File: config.mk
export PLATFORM = sky130hd
export DESIGN_NAME = norm_shift
export DESIGN_NICKNAME = d
export VERILOG_FILES = /design/src/rtl/fpu_pkg.sv /design/src/rtl/lzc16.sv /design/src/rtl/norm_shift.sv
export SDC_FILE = /design/constraint.sdc
export NUM_CORES = 1
export LEC_CHECK = 0
export ABC_CLOCK_PERIOD_IN_PS = 11800
export CAP_MARGIN = 15
export CORE_MARGIN = 2
export CORE_UTILIZATION = 30
export CTS_CLUSTER_DIAMETER = 80
export DETAILED_ROUTE_END_ITERATION = 6
export PLACE_DENSITY = 0.57
export SLEW_MARGIN = 10
export SYNTH_ARGS = -nofsm -noshare
export SYNTH_HDL_FRONTEND = slang
export SYNTH_SLANG_ARGS = --single-unit
File: constraint.sdc
create_clock -name clk -period 11.8 [get_ports clk]
set_input_delay 2.36 -clock clk [delete_from_list [all_inputs] [get_ports clk]]
set_output_delay 2.36 -clock clk [all_outputs]
set_load 0.01 [all_outputs]
File: src/rtl/fpu_pkg.sv
// Shared constants and FSM state type for the normalisation shift block.
package fpu_pkg;

    localparam int          EMIN_DP = -1022;
    localparam int unsigned SIG_W   = 64;
    localparam int unsigned EXP_W   = 13;
    localparam int unsigned SH_W    = 13;

    typedef enum logic [1:0] {
        StIdle = 2'd0,
        StScan = 2'd1,
        StDone = 2'd2
    } state_e;

endpackage

File: src/rtl/lzc16.sv
// 16-bit leading-zero counter; an all-zero input counts as 16.
module lzc16 (
    input  logic [15:0] i_data,
    output logic [4:0]  o_count
);

    // Scan LSB to MSB so the highest set bit writes the final count.
    always_comb begin
        o_count = 5'd16;
        for (int i = 0; i < 16; i++) begin
            if (i_data[i]) begin
                o_count = 5'(15 - i);
            end
        end
    end

endmodule

File: src/rtl/norm_shift.sv
// Normalisation shift calculator: counts the leading zeros of a 64-bit significand one
// 16-bit chunk per clock and derives the rounder shift amount, clamped so the result never
// drops below the EMIN normal-range floor.
// Optional macro NORM_SHIFT_EARLY_EXIT_EN: leave SCAN as soon as the leading chunk is found.
module norm_shift
    import fpu_pkg::*;
#(
    parameter int EMIN = EMIN_DP
) (
    input  logic             clk,
    input  logic             rst_n,
    input  logic             in_valid,
    output logic             in_ready,
    input  logic [SIG_W-1:0] sig,
    input  logic [EXP_W-1:0] exp,
    output logic             out_valid,
    input  logic             out_ready,
    output logic [SH_W-1:0]  sh,
    output logic [6:0]       lz,
    output logic             zero
);

    state_e           r_state;
    state_e           w_state_next;
    logic [SIG_W-1:0] r_sig;
    logic [EXP_W-1:0] r_exp;
    logic [1:0]       r_idx;
    logic             r_frozen;
    logic [6:0]       r_lz;
    logic [SH_W-1:0]  r_sh;
    logic             r_zero;
    logic             r_out_valid;

    logic [15:0]       w_chunk;
    logic [4:0]        w_chunk_lz;
    logic              w_hit;
    logic              w_finish;
    logic [6:0]        w_lz_next;
    logic              w_zero;
    logic signed [13:0] w_t;
    int                w_diff;
    logic [SH_W-1:0]   w_sat;
    logic [SH_W-1:0]   w_sh;

    assign w_chunk = r_sig[{r_idx, 4'b0000} +: 16];

    lzc16 u_lzc16 (
        .i_data  (w_chunk),
        .o_count (w_chunk_lz)
    );

    // Accumulate chunk counts until the first nonzero chunk, then freeze.
    always_comb begin
        w_hit     = (w_chunk != 16'd0);
        w_lz_next = r_frozen ? r_lz : (r_lz + {2'b00, w_chunk_lz});
        w_zero    = (w_lz_next == 7'd64);
`ifdef NORM_SHIFT_EARLY_EXIT_EN
        w_finish  = (r_idx == 2'd0) || w_hit;
`else
        w_finish  = (r_idx == 2'd0);
`endif
    end

    // Shift amount: full normalise unless that would underflow EMIN, then stop at EMIN.
    always_comb begin
        w_t    = $signed({r_exp[EXP_W-1], r_exp}) - $signed({7'b0000000, w_lz_next});
        w_diff = int'($signed(r_exp)) - EMIN;
        if (w_diff > 4095) begin
            w_sat = 13'h0FFF;
        end else if (w_diff < -4096) begin
            w_sat = 13'h1000;
        end else begin
            w_sat = w_diff[SH_W-1:0];
        end
        if (w_zero) begin
            w_sh = '0;
        end else if (int'(w_t) >= EMIN) begin
            w_sh = {6'b000000, w_lz_next};
        end else begin
            w_sh = w_sat;
        end
    end

    // Next-state decode.
    always_comb begin
        w_state_next = r_state;
        unique case (r_state)
            StIdle:  if (in_valid)  w_state_next = StScan;
            StScan:  if (w_finish)  w_state_next = StDone;
            StDone:  if (out_ready) w_state_next = StIdle;
            default: w_state_next = StIdle;
        endcase
    end

    // State, operand capture, accumulator and result registers.
    always_ff @(posedge clk) begin
        if (!rst_n) begin
            r_state     <= StIdle;
            r_sig       <= '0;
            r_exp       <= '0;
            r_idx       <= 2'd0;
            r_frozen    <= 1'b0;
            r_lz        <= 7'd0;
            r_sh        <= '0;
            r_zero      <= 1'b0;
            r_out_valid <= 1'b0;
        end else begin
            r_state <= w_state_next;
            unique case (r_state)
                StIdle: begin
                    if (in_valid) begin
                        r_sig    <= sig;
                        r_exp    <= exp;
                        r_lz     <= 7'd0;
                        r_idx    <= 2'd3;
                        r_frozen <= 1'b0;
                    end
                end
                StScan: begin
                    r_lz     <= w_lz_next;
                    r_frozen <= r_frozen | w_hit;
                    r_idx    <= r_idx - 2'd1;
                    if (w_finish) begin
                        r_out_valid <= 1'b1;
                        r_sh        <= w_sh;
                        r_zero      <= w_zero;
                    end
                end
                StDone: begin
                    if (out_ready) begin
                        r_out_valid <= 1'b0;
                    end
                end
                default: begin
                    r_out_valid <= 1'b0;
                end
            endcase
        end
    end

    assign in_ready  = (r_state == StIdle);
    assign out_valid = r_out_valid;
    assign sh        = r_sh;
    assign lz        = r_lz;
    assign zero      = r_zero;

endmodule

## Yosys cells after proc, flatten, opt, wreduce, memory -nomap -nowiden

Cells that the tools add are included.

| storage, ports and cells | value |
|---|---|
| register bits | 104 |
| input bits | 81 |
| output and inout port bits | 23 |
| word-level logic and storage cells | 68 |

| cells by class | value |
|---|---|
| add/sub/neg operators | 4 |
| order comparisons | 3 |
| eq/ne operators | 6 |
| shift-type cells | 1 |
| multiplexer cells | 34 |
| bitwise operators | 2 |
| reductions and logical operators | 9 |

Operators by type and width:

| operator | count |
|---|---|
| two-way mux 5 bit | 16 |
| indexed part select 64 x 7 -> 16 bit | 1 |
| two-way mux 13 bit | 4 |
| nonzero test 16 bit | 1 |
| >= comparator 14 x 11 -> 1 bit (second input constant) | 1 |
| greater-than comparator 14 x 13 -> 1 bit (second input constant) | 1 |
| less-than comparator 14 x 13 -> 1 bit (second input constant) | 1 |
| two-way mux 7 bit | 2 |
| case mux 7 bit (2 select lines) | 1 |
| subtractor 13 x 11 -> 14 bit (second input constant) | 1 |
| subtractor 13 x 8 -> 14 bit | 1 |
| two-way mux 2 bit | 4 |
| adder 7 x 5 -> 7 bit | 1 |
| equality test 7 bit (second input constant) | 1 |
| != test 2 bit (second input constant) | 3 |
| case mux 2 bit (3 select lines) | 1 |
| AND reduction 2 bit | 3 |
| AND reduction 3 bit | 2 |
| zero test 2 bit | 2 |
| case mux 2 bit (2 select lines) | 1 |
| two-way mux 1 bit | 3 |
| case mux 1 bit (3 select lines) | 1 |
| equality test 2 x 1 -> 1 bit (second input constant) | 1 |
| equality test 2 bit (second input constant) | 1 |
| 5 further kinds | 5 |

## Logic depth before layout (Yosys ltp)

Gate-level depths: netlist (run 1).

| logic depth | value |
|---|---|
| word-level depth | 23 |
| mapped depth | 31 |
| mapped depth without buffers | 27 |

## Modules after synthesis

A second synthesis (run 1) with hierarchy kept.

| unflattened totals | value |
|---|---|
| cell total of the unflattened synthesis | 677 |
| area, all modules | 5699.2 sq um |

Modules (own cells, without submodules):

| module | instances | cells each | area an instance (sq um) | sequential area each (sq um) |
|---|---|---|---|---|
| norm_shift | 1 | 645 | 5510.3 | 2082.0 |
| lzc16 | 1 | 32 | 188.9 | 0.0 |

## Least setup slack after synthesis (run 1)

Ideal clock, no wire load.

| timing | value |
|---|---|
| path kind | register -> register |
| from | register r_idx[0] |
| to | register r_sh[4] (netlist: sh[4]) |
| data arrival time | 5797 ps |
| required time | 11677 ps |
| slack | 5880 ps |
| stages on the path, launching flop included | 29 |
| path buffers | 4 |
| cells stage by stage | dfxtp_1 > clkbuf_1 > buf_1 > mux4_2 > o21bai_1 > a21oi_1 > nor2_1 > nor2_1 > nor2_1 > o21bai_1 > a221oi_1 > ha_1 > inv_1 > fa_1 > mux2i_1 > inv_1 > ha_1 > nor2b_1 > nor2_1 > o21ai_0 > maj3_2 > and3_4 > a211oi_2 > and4b_1 > a211oi_2 > buf_6 > buf_6 > o41ai_1 > o21ai_1 |

| between the ends | value |
|---|---|
| longest elaborated chain between the ends | 23 |
| elaborated cells between the ends (all ways) | 26 |
| classes of those cells | 2 x add/sub; 1 x order compare; 1 x eq/ne; 1 x shift; 19 x mux; 2 x reduce/logical |

RTL lines:

| what | line | text |
|---|---|---|
| start, declared | norm_shift.sv:27 | `logic [1:0] r_idx;` |
| start signal, assigned | norm_shift.sv:122 | `r_idx <= r_idx - 2'd1;` |
| indexed part select 64 x 7 -> 16 bit | norm_shift.sv:45 | `assign w_chunk = r_sig[{r_idx, 4'b0000} +: 16];` |
| two-way mux 5 bit (16 in a row) | lzc16.sv:11 | `if (i_data[i]) begin` |
| adder 7 x 5 -> 7 bit | norm_shift.sv:55 | `w_lz_next = r_frozen ? r_lz : (r_lz + {2'b00, w_chunk_lz});` |
| two-way mux 7 bit | norm_shift.sv:55 |  |
| subtractor 13 x 8 -> 14 bit | norm_shift.sv:66 | `w_t = $signed({r_exp[EXP_W-1], r_exp}) - $signed({7'b0000000, w_lz_next});` |
| >= comparator 14 x 11 -> 1 bit | norm_shift.sv:77 | `end else if (int'(w_t) >= EMIN) begin` |
| two-way mux 13 bit | norm_shift.sv:77 |  |
| two-way mux 13 bit | norm_shift.sv:75 | `if (w_zero) begin` |
| end signal, assigned | norm_shift.sv:125 | `r_sh <= w_sh;` |
| end, declared | norm_shift.sv:30 | `logic [SH_W-1:0] r_sh;` |

Parallel ways exist; a longest one is shown, timed or not.
A chain may end at the register's enable or synchronous reset.

## Final worst setup path (run 1)

| timing | value |
|---|---|
| from | register r_idx[1] |
| to | register r_sh[0] (netlist: sh[0]) |

Same word-level chain as after synthesis.

==> results.ini, run 1 <==
[critical_path]
cp_max_fo=18
rr_startpoint=r_idx[1]
cp.arrival_ns=6.81
worstSetupPathType=reg -> reg
crit_path_end=sh[0]
worstSetupStartpointType=flop
cp-end-kind=flop
reg2reg_depth=25
critical_path.startpoint=r_idx[1]
critical_path_depth=25
crit_buf_inv=3
r2r-end=sh[0]
crit_family=compound AO/OA/AOI/OAI gates
critical_path.slowest_cell=dfxtp_1
cp.required_ns=12.04
max_stage_delay_ns=0.93
crit_path_frequent_cell=nor2_1
r2r_slack_ns=5.23

[place]
gp_congestion=0.897
dp_cells=977
dpl_cell_area_sq_um=6530
hpwl_mm=10.3
io_buffers=103

[detailed_routing]
routedWlPerCell_um=14.5
drtPass1Iterations=4
postRouteAntennaNets=0
wirelength_mm=14.4
drt_iter0_drc=301
wl_met3_um=455
viasPerCell=4.94
dr_wl_met2_mm=6.44
vias=4906
route.top_layer_used=met4
routedLengthMet1_mm=7.26
post-route-drc-count=0

[sta]
finalHoldViolations=0
finalSetupViolCount=0
drv_slew=0
fin_setup_tns_ns=0
max_freq_ghz=0.152
clock_skew_ns=0.0117
holdWs_ns=0.455
timing.final.crit_share=0.557
worstMarginPinSlew_ns=1.08
rsz0062_at_grt=false
relSlewSlack=0.280
min_period_ns=6.57

[final_layout]
area_delta_synth_final_pct=26.3
fin_nets=855
diodes=0
final-instance-count-excl-fill=994
multiInputGateArea_sq_um=3030
nFillCells=1831
drive_above_1_share=0.0693
regArea_sq_um=2080
final_cell_area_sq_um=6850

[floorplan]
io-pin-count=104
rows=49
initial_core_util=0.304
die_x_um=138
core-area_sq_um=17800
die_area_sq_um=19200
dieHeight_um=138

[synthesis]
yosysTopAreaCell=dfxtp_1
ys_warn_count=0
syn-num-nets=788
synth_area_leaders=dfxtp_1, nand2_1, a21oi_1
synth.distinct_cells=60
avgSynthCellArea_sq_um=7.82
synth_edf_count=0
yosysTopAreaCellShare=0.384
yosysSeqAreaShare=0.384
ys_ff_latch=104
syn_area_sq_um=5420
ys_dominant_reg_cell=dfxtp_1
async_flop_share=0
syn_inst=693

[grt]
antenna_found_initial=0
grt_pass1_wl_mm=23.0
track_usage=0.148
overflow=0
grt_pass1_vias=4457
grt_max_degree=102

[outcome]
status=completed

[power_and_ir_drop]
power_density_nw_per_um2=159
irDropWorstVdd_uv=72.5
power.leakage_nw=2.47

[clock_tree]
cts-root-buf=clkbuf_16
clockBufferDepth=2
cts_setup_buffers=0
cts_hold_buf=0
cts_max_level=3
cts_tree=done
path_clk_slew_ns=0.08
cts_sinks=104
cts_resized=0
cts_made_buffers=9
clock_latency_ns=0.35

[worst_hold_path]
hold_path_class=reg -> reg

[job]
maxCapViolCount=0

through the flow:
| stage | total power, mW | utilization | setup slack [ns] |
|---|---|---|---|
| 2_1_floorplan | 0.693 | - | 5.88 |
| 5_1_grt | 1.16 | 0.384 | 4.69 |
| 3_3_place_gp | 0.790 | 0.366 | 5.29 |
| 6_report | 1.09 | 0.384 | 5.23 |
| 3_5_place_dp | 0.792 | 0.366 | 5.05 |
| 4_1_cts | 1.10 | 0.383 | 5.00 |
cell families after synthesis:
kind of cell	count (synthesis)	share of synthesized area
compound gates	177	0.190
xor+xnor	12	0.0208
fa+ha+maj	16	0.0393
buf+inv	73	0.0582
flops	104	0.384
mux	20	0.0741
simple gates	291	0.234
metal layers:
metal / GRT usage / vias up
li1: - / 2518
met1: 0.212 / 2284
met2: 0.224 / 91
met3: 0.0246 / 13
met4: 0.0569 / 0
met5: 0 / -
worst min path at each step:
stage,endpoint,depth (start not counted),startpoint
after floorplan,r_sig[29],2,r_sig[29]
after global placement,r_sig[57],2,r_sig[57]
after detailed placement,r_sig[31],2,r_sig[31]
after CTS,r_sig[31],2,r_sig[31]
after global routing,r_sig[8],2,r_sig[8]
final,r_sig[29],2,r_sig[29]
synthesized netlist by cell type (all sizes together), types with 2 or more instances:
master  number
nand2      177
a21oi      109
dfxtp      104
nor2        45
clkbuf      36
o21ai       22
inv         21
nand3       17
buf         16
mux4        16
ha          12
nor3        12
xnor2       10
a31oi        8
nand2b       7
nor2b        7
o211ai       7
or3          6
a211oi       5
or4          5
o31ai        4
and3         3
mux2i        3
o21a         3
or2          3
a211o        2
a221oi       2
a311o        2
and2         2
fa           2
maj3         2
o211a        2
o21bai       2
o22ai        2
xor2         2
worst reg2reg max path, stage by stage, from the launching register on:
cell and delay, ns:
dfxtp_1 0.93, mux4_2 0.43, inv_1 0.07, a21oi_1 0.05
o21bai_1 0.15, a21oi_1 0.09, nor2_1 0.08, nor2_1 0.04
nor2_1 0.13, o21bai_1 0.08, a221oi_1 0.29, ha_1 0.25
inv_1 0.07, fa_1 0.44, mux2i_1 0.43, inv_1 0.09
ha_1 0.28, nor2b_1 0.15, nor2_1 0.06, o21ai_0 0.29
maj3_2 0.30, nand3_1 0.10, a21oi_1 0.70, or2_0 0.53
nor4_1 0.11, a311o_1 0.30
layout make-up:
type / instances / area share
multi-input combinational: 516 / 0.442
sequential: 104 / 0.304
timing repair buffer: 108 / 0.156
tap: 229 / 0.0418
clock buffer: 9 / 0.0329
clock inverter: 7 / 0.0117
inverter: 21 / 0.0115
cells in the final DEF, fill, tap and decap left out, types with 4 or more instances in the layout:
cell type,Yosys,final
o31ai_1,4,4
nand2_1,177,176
nand3_1,17,17
a21oi_1,109,109
nor3_1,12,12
or4_1,4,4
or3_1,6,6
mux4_2,16,16
clkbuf_16,0,9
dfxtp_1,104,104
nor2_1,44,44
inv_1,21,20
nor2b_1,6,6
clkdlybuf4s50_1,0,103
a31oi_1,8,8
xnor2_1,9,9
o21ai_1,5,5
buf_4,0,5
ha_1,12,12
o211ai_1,7,7
o21ai_0,17,17
nand2b_1,7,7
flip-flops by register name (all words and copies together), names as in the netlist:
name       count
sh            13
out_valid      1
lz             7
zero           1
r_idx          2
r_exp         13
r_frozen       1
r_state        2
r_sig         64
report_power, final:
group	leakage [nW]	internal [mW]	switching (mW)
clock network	0.146	0.151	0.150
registers	0.852	0.379	0.0270
logic	1.48	0.171	0.211
total	2.47	0.701	0.388
No activity file was read; power rests on OpenSTA's default activity.
==> run 2, diff against run 1 <==
--- a/config.mk
+++ b/config.mk
@@ -5,7 +5,7 @@
 export SDC_FILE = /design/constraint.sdc
 export NUM_CORES = 1
 export LEC_CHECK = 0
-export ABC_CLOCK_PERIOD_IN_PS = 11800
+export ABC_CLOCK_PERIOD_IN_PS = 6600
 export CAP_MARGIN = 15
 export CORE_MARGIN = 2
 export CORE_UTILIZATION = 30
==> constraint.sdc (replaced) <==
create_clock -name clk -period 6.6 [get_ports clk]
set_input_delay 1.32 -clock clk [delete_from_list [all_inputs] [get_ports clk]]
set_output_delay 1.32 -clock clk [all_outputs]
set_load 0.01 [all_outputs]
==> results.ini, run 2 (synthesized netlist as in run 1, its figures left out) <==
[outcome]
status=completed

[final_layout]
mostFrequentLayoutCell=nand2_1
final_cell_mix=nand2_1, a21oi_1, dfxtp_1, clkdlybuf4s50_1, nor2_1
fin_nets=860
postLayoutCoreUtil=0.385
top_register=r_sig
largest_register_ffs=64
drive_above_1_share=0.0753
area_delta_synth_final_pct=26.9
diodes=0

[detailed_routing]
routedWlPerCell_um=14.9
wirelength_mm=14.8
postRouteAntennaNets=0
vias=4864
post-route-drc-count=0
drt_iter0_drc=324
drtPass1Iterations=4
viasPerCell=4.87

[critical_path]
cp-end-kind=flop
cp.arrival_ns=6.27
worstSetupPathType=reg -> reg
r2r-end=sh[0]
critical_path_depth=27
max_stage_delay_ns=0.55
cp.required_ns=6.85
crit_family=compound AO/OA/AOI/OAI gates
reg2reg_depth=27
cp_max_fo=14
crit_path_end=sh[0]
worstSetupStartpointType=flop
rr_startpoint=r_idx[0]
crit_path_frequent_cell=nor2_1
crit_buf_inv=3
critical_path.startpoint=r_idx[0]
r2r_slack_ns=0.57
critical_path.slowest_cell=mux4_2

[clock_tree]
path_clk_slew_ns=0.08
cts_made_buffers=9
cts_resized=0
clock_latency_ns=0.36
cts-root-buf=clkbuf_16
clockBufferDepth=2
cts_setup_buffers=0
cts_hold_buf=0
cts_sinks=104
cts_tree=done
cts_max_level=3

[sta]
rsz0062_at_grt=false
holdWs_ns=0.454
finalHoldViolations=0
worstMarginPinSlew_ns=1.02
relSlewSlack=0.319
finalSetupViolCount=0
drv_slew=0
clock_skew_ns=0.00660
max_freq_ghz=0.166
fin_setup_tns_ns=0
timing.final.crit_share=0.913
min_period_ns=6.03

[power_and_ir_drop]
p_sw_frac=0.358
irDropWorstVdd_uv=163
power_density_nw_per_um2=286
p_sw_mw=0.703
p_seq_frac=0.369
power.leakage_nw=2.50
p_comb_frac=0.355
pwr-share-clk=0.276
internal-power_mw=1.26

[floorplan]
dieHeight_um=138
rows=49
initial_core_util=0.304
io-pin-count=104
die_area_sq_um=19200
core-area_sq_um=17800
die_x_um=138

[grt]
grt_pass1_vias=4670
track_usage=0.154
grt_pass1_wl_mm=24.1
grt_max_degree=79
overflow=0
antenna_found_initial=0

[job]
maxCapViolCount=0

[place]
hpwl_mm=10.8
gp_congestion=0.856
io_buffers=103

[worst_hold_path]
hold_path_class=reg -> reg

[run 2: worst min path at each step]
stage	startpoint	end	slack, ns	cells past startpoint
after floorplan	r_sig[29]	r_sig[29]	0.43	2
after global placement	r_sig[43]	r_sig[43]	0.44	2
after detailed placement	r_sig[44]	r_sig[44]	0.44	2
after CTS	r_sig[44]	r_sig[44]	0.46	2
after global routing	r_sig[21]	r_sig[21]	0.48	2
final	r_sig[43]	r_sig[43]	0.45	2
[run 2: layout make-up]
type,count,area (sq um)
fill,1867,11000
multi-input combinational,516,3030
sequential,104,2080
timing repair buffer,113,1110
tap,229,287
clock buffer,9,225
inverter,21,78.8
clock inverter,7,72.6
[run 2: power groups by stage]
stage               Clock (mW)  Sequential (mW)  Combinational (mW)
detailed placement           0            0.739               0.694
global route             0.583            0.732               0.781
floorplan                    0            0.720               0.518
finish                   0.542            0.724               0.698
CTS                      0.560            0.724               0.698
global placement             0            0.740               0.692
[run 2: worst reg2reg max path, cell delays in order (launching register included)]
cell and delay [ns]:
dfxtp_1 0.45, buf_4 0.26, mux4_2 0.55, o21bai_1 0.17, a21oi_1 0.08, nor2_1 0.09
nor2_1 0.04, nor2_1 0.10, o21bai_1 0.07, a221oi_1 0.25, ha_1 0.23, inv_1 0.06
fa_1 0.42, nor2b_4 0.17, nor3_1 0.06, a21oi_1 0.33, ha_1 0.33, nor2b_1 0.17
o21ai_0 0.15, nand2b_1 0.11, maj3_2 0.37, a211oi_1 0.25, o21ai_0 0.10, and4b_1 0.23
a211oi_2 0.25, buf_4 0.23, nor4_1 0.08, a311o_1 0.31
[run 2: routing by layer]
layer	global-route usage	share of wire
met1	0.219	0.50
met3	0.0301	0.037
met5	0	0
met2	0.240	0.45
met4	0.0419	0.010
[run 2: stage by stage]
stage	cell area [sq um]	std cells	setup WS (ns)	power (mW)
floorplan	5420	693	0.680	1.24
global placement	6580	983	0.672	1.43
detailed placement	6580	983	0.604	1.43
CTS	6880	999	0.546	1.98
global route	6880	999	0.0273	2.10
finish	6880	999	0.574	1.96
==> run 3, diff against run 2 <==
--- a/config.mk
+++ b/config.mk
@@ -6,7 +6,7 @@
 export NUM_CORES = 1
 export LEC_CHECK = 0
 export ABC_CLOCK_PERIOD_IN_PS = 6600
-export CAP_MARGIN = 15
+export CAP_MARGIN = 40
 export CORE_MARGIN = 2
 export CORE_UTILIZATION = 30
 export CTS_CLUSTER_DIAMETER = 80
==> results.ini, run 3 (synthesized netlist as in run 1, its figures left out) <==
[sta]
worstMarginPinSlew_ns=0.791
clock_skew_ns=0.0122
timing.final.crit_share=0.913
finalHoldViolations=0
drv_slew=0
max_freq_ghz=0.166
fin_setup_tns_ns=0
min_period_ns=6.03
rsz0062_at_grt=false
relSlewSlack=0.471
finalSetupViolCount=0

[place]
dp_cells=984
dpl_cell_area_sq_um=6600
io_buffers=103
gp_congestion=0.856
hpwl_mm=10.9

[final_layout]
area_delta_synth_final_pct=27.4
postLayoutCoreUtil=0.387
mostFrequentLayoutCell=nand2_1
diodes=0
drive_above_1_share=0.0765
nFillCells=1847
final_cell_mix=nand2_1, a21oi_1, dfxtp_1, clkdlybuf4s50_1, nor2_1
top_register=r_sig
fin_nets=861
final-instance-count-excl-fill=1000
largest_register_ffs=64
final_cell_area_sq_um=6900

[floorplan]
die_x_um=138
rows=49
initial_core_util=0.304
core-area_sq_um=17800
die_area_sq_um=19200
io-pin-count=104
dieHeight_um=138

[detailed_routing]
drtPass1Iterations=4
vias=4887
wirelength_mm=14.7
drt_iter0_drc=346
routedWlPerCell_um=14.7
viasPerCell=4.89
post-route-drc-count=0
postRouteAntennaNets=0

[grt]
grt_use_met2=0.244
antenna_found_initial=0
grt_pass1_vias=4761
overflow=0
grt_pass1_wl_mm=24.1
use_met3=0.0229
track_usage=0.155
busiest_layer=met2
met1_usage=0.215
grt_max_degree=79

[clock_tree]
cts_hold_buf=0
cts_max_level=3
cts-root-buf=clkbuf_16
cts_resized=0
cts_setup_buffers=0
clockBufferDepth=2
cts_sinks=104
path_clk_slew_ns=0.08
cts_made_buffers=9
cts_tree=done
clock_latency_ns=0.36

[job]
maxCapViolCount=0

[critical_path]
cp-end-kind=flop
worstSetupPathType=reg -> reg
cp.arrival_ns=6.31
cp_max_fo=14
worstSetupStartpointType=flop
critical_path.slowest_cell=mux4_2
cp.required_ns=6.89
max_stage_delay_ns=0.54

[power_and_ir_drop]
total_power_mw=1.97
irDropWorstVdd_uv=163
power.leakage_nw=2.51
power_density_nw_per_um2=285

[worst_hold_path]
hold_path_class=reg -> reg

[outcome]
status=completed

run 3: cell count changes in the layout (fill, tap and decap cells not counted):
cell,delta
inv_6,-4
clkinv_4,+2
inv_8,+2
buf_12,+1
run 3: final cells by class:
cell class | instances | area, sq um | share of cell area
clock buffers | 9 | 225 | 0.0326
well taps | 229 | 287 | 0.0415
repair buffers | 114 | 1130 | 0.163
flip-flops and latches | 104 | 2080 | 0.302
clock inverters | 7 | 77.6 | 0.0112
multi-input cells | 516 | 3030 | 0.438
inverters | 21 | 78.8 | 0.0114
run 3: per-stage QoR:
step | setup WS (ns) | hold slack, ns
floorplan | 0.680 | 0.433
global placement | 0.672 | 0.440
detailed placement | 0.555 | 0.445
CTS | 0.528 | 0.456
global route | 0.0497 | 0.480
finish | 0.574 | 0.453
run 3: worst paths after layout:
kind             start        end  slack [ns]  cells past startpoint
max           r_idx[0]      sh[1]        0.57                     27
min          r_sig[43]  r_sig[43]        0.45                      2
max reg2reg   r_idx[0]      sh[1]        0.57                     27
min reg2reg  r_sig[43]  r_sig[43]        0.45                      2
run 3: layer usage:
metal / vias up / share of wire
met3: 13 / 0.047
met5: - / 0
li1: 2526 / -
met1: 2233 / 0.48
met2: 115 / 0.46
met4: 0 / 0.015
run 3: worst max-delay path: cells and delay by family (launching register included):
kind,cells,cell delay [ns]
compound gates,9,1.47
fa+ha+maj,4,1.36
buf+inv,3,0.50
flops,1,0.45
mux,1,0.54
simple gates,10,1.59
run 3: report_power, final:
part,switching [mW],total [mW],internal (mW)
registers,0.0453,0.723,0.678
clock network,0.275,0.543,0.269
logic,0.383,0.699,0.317
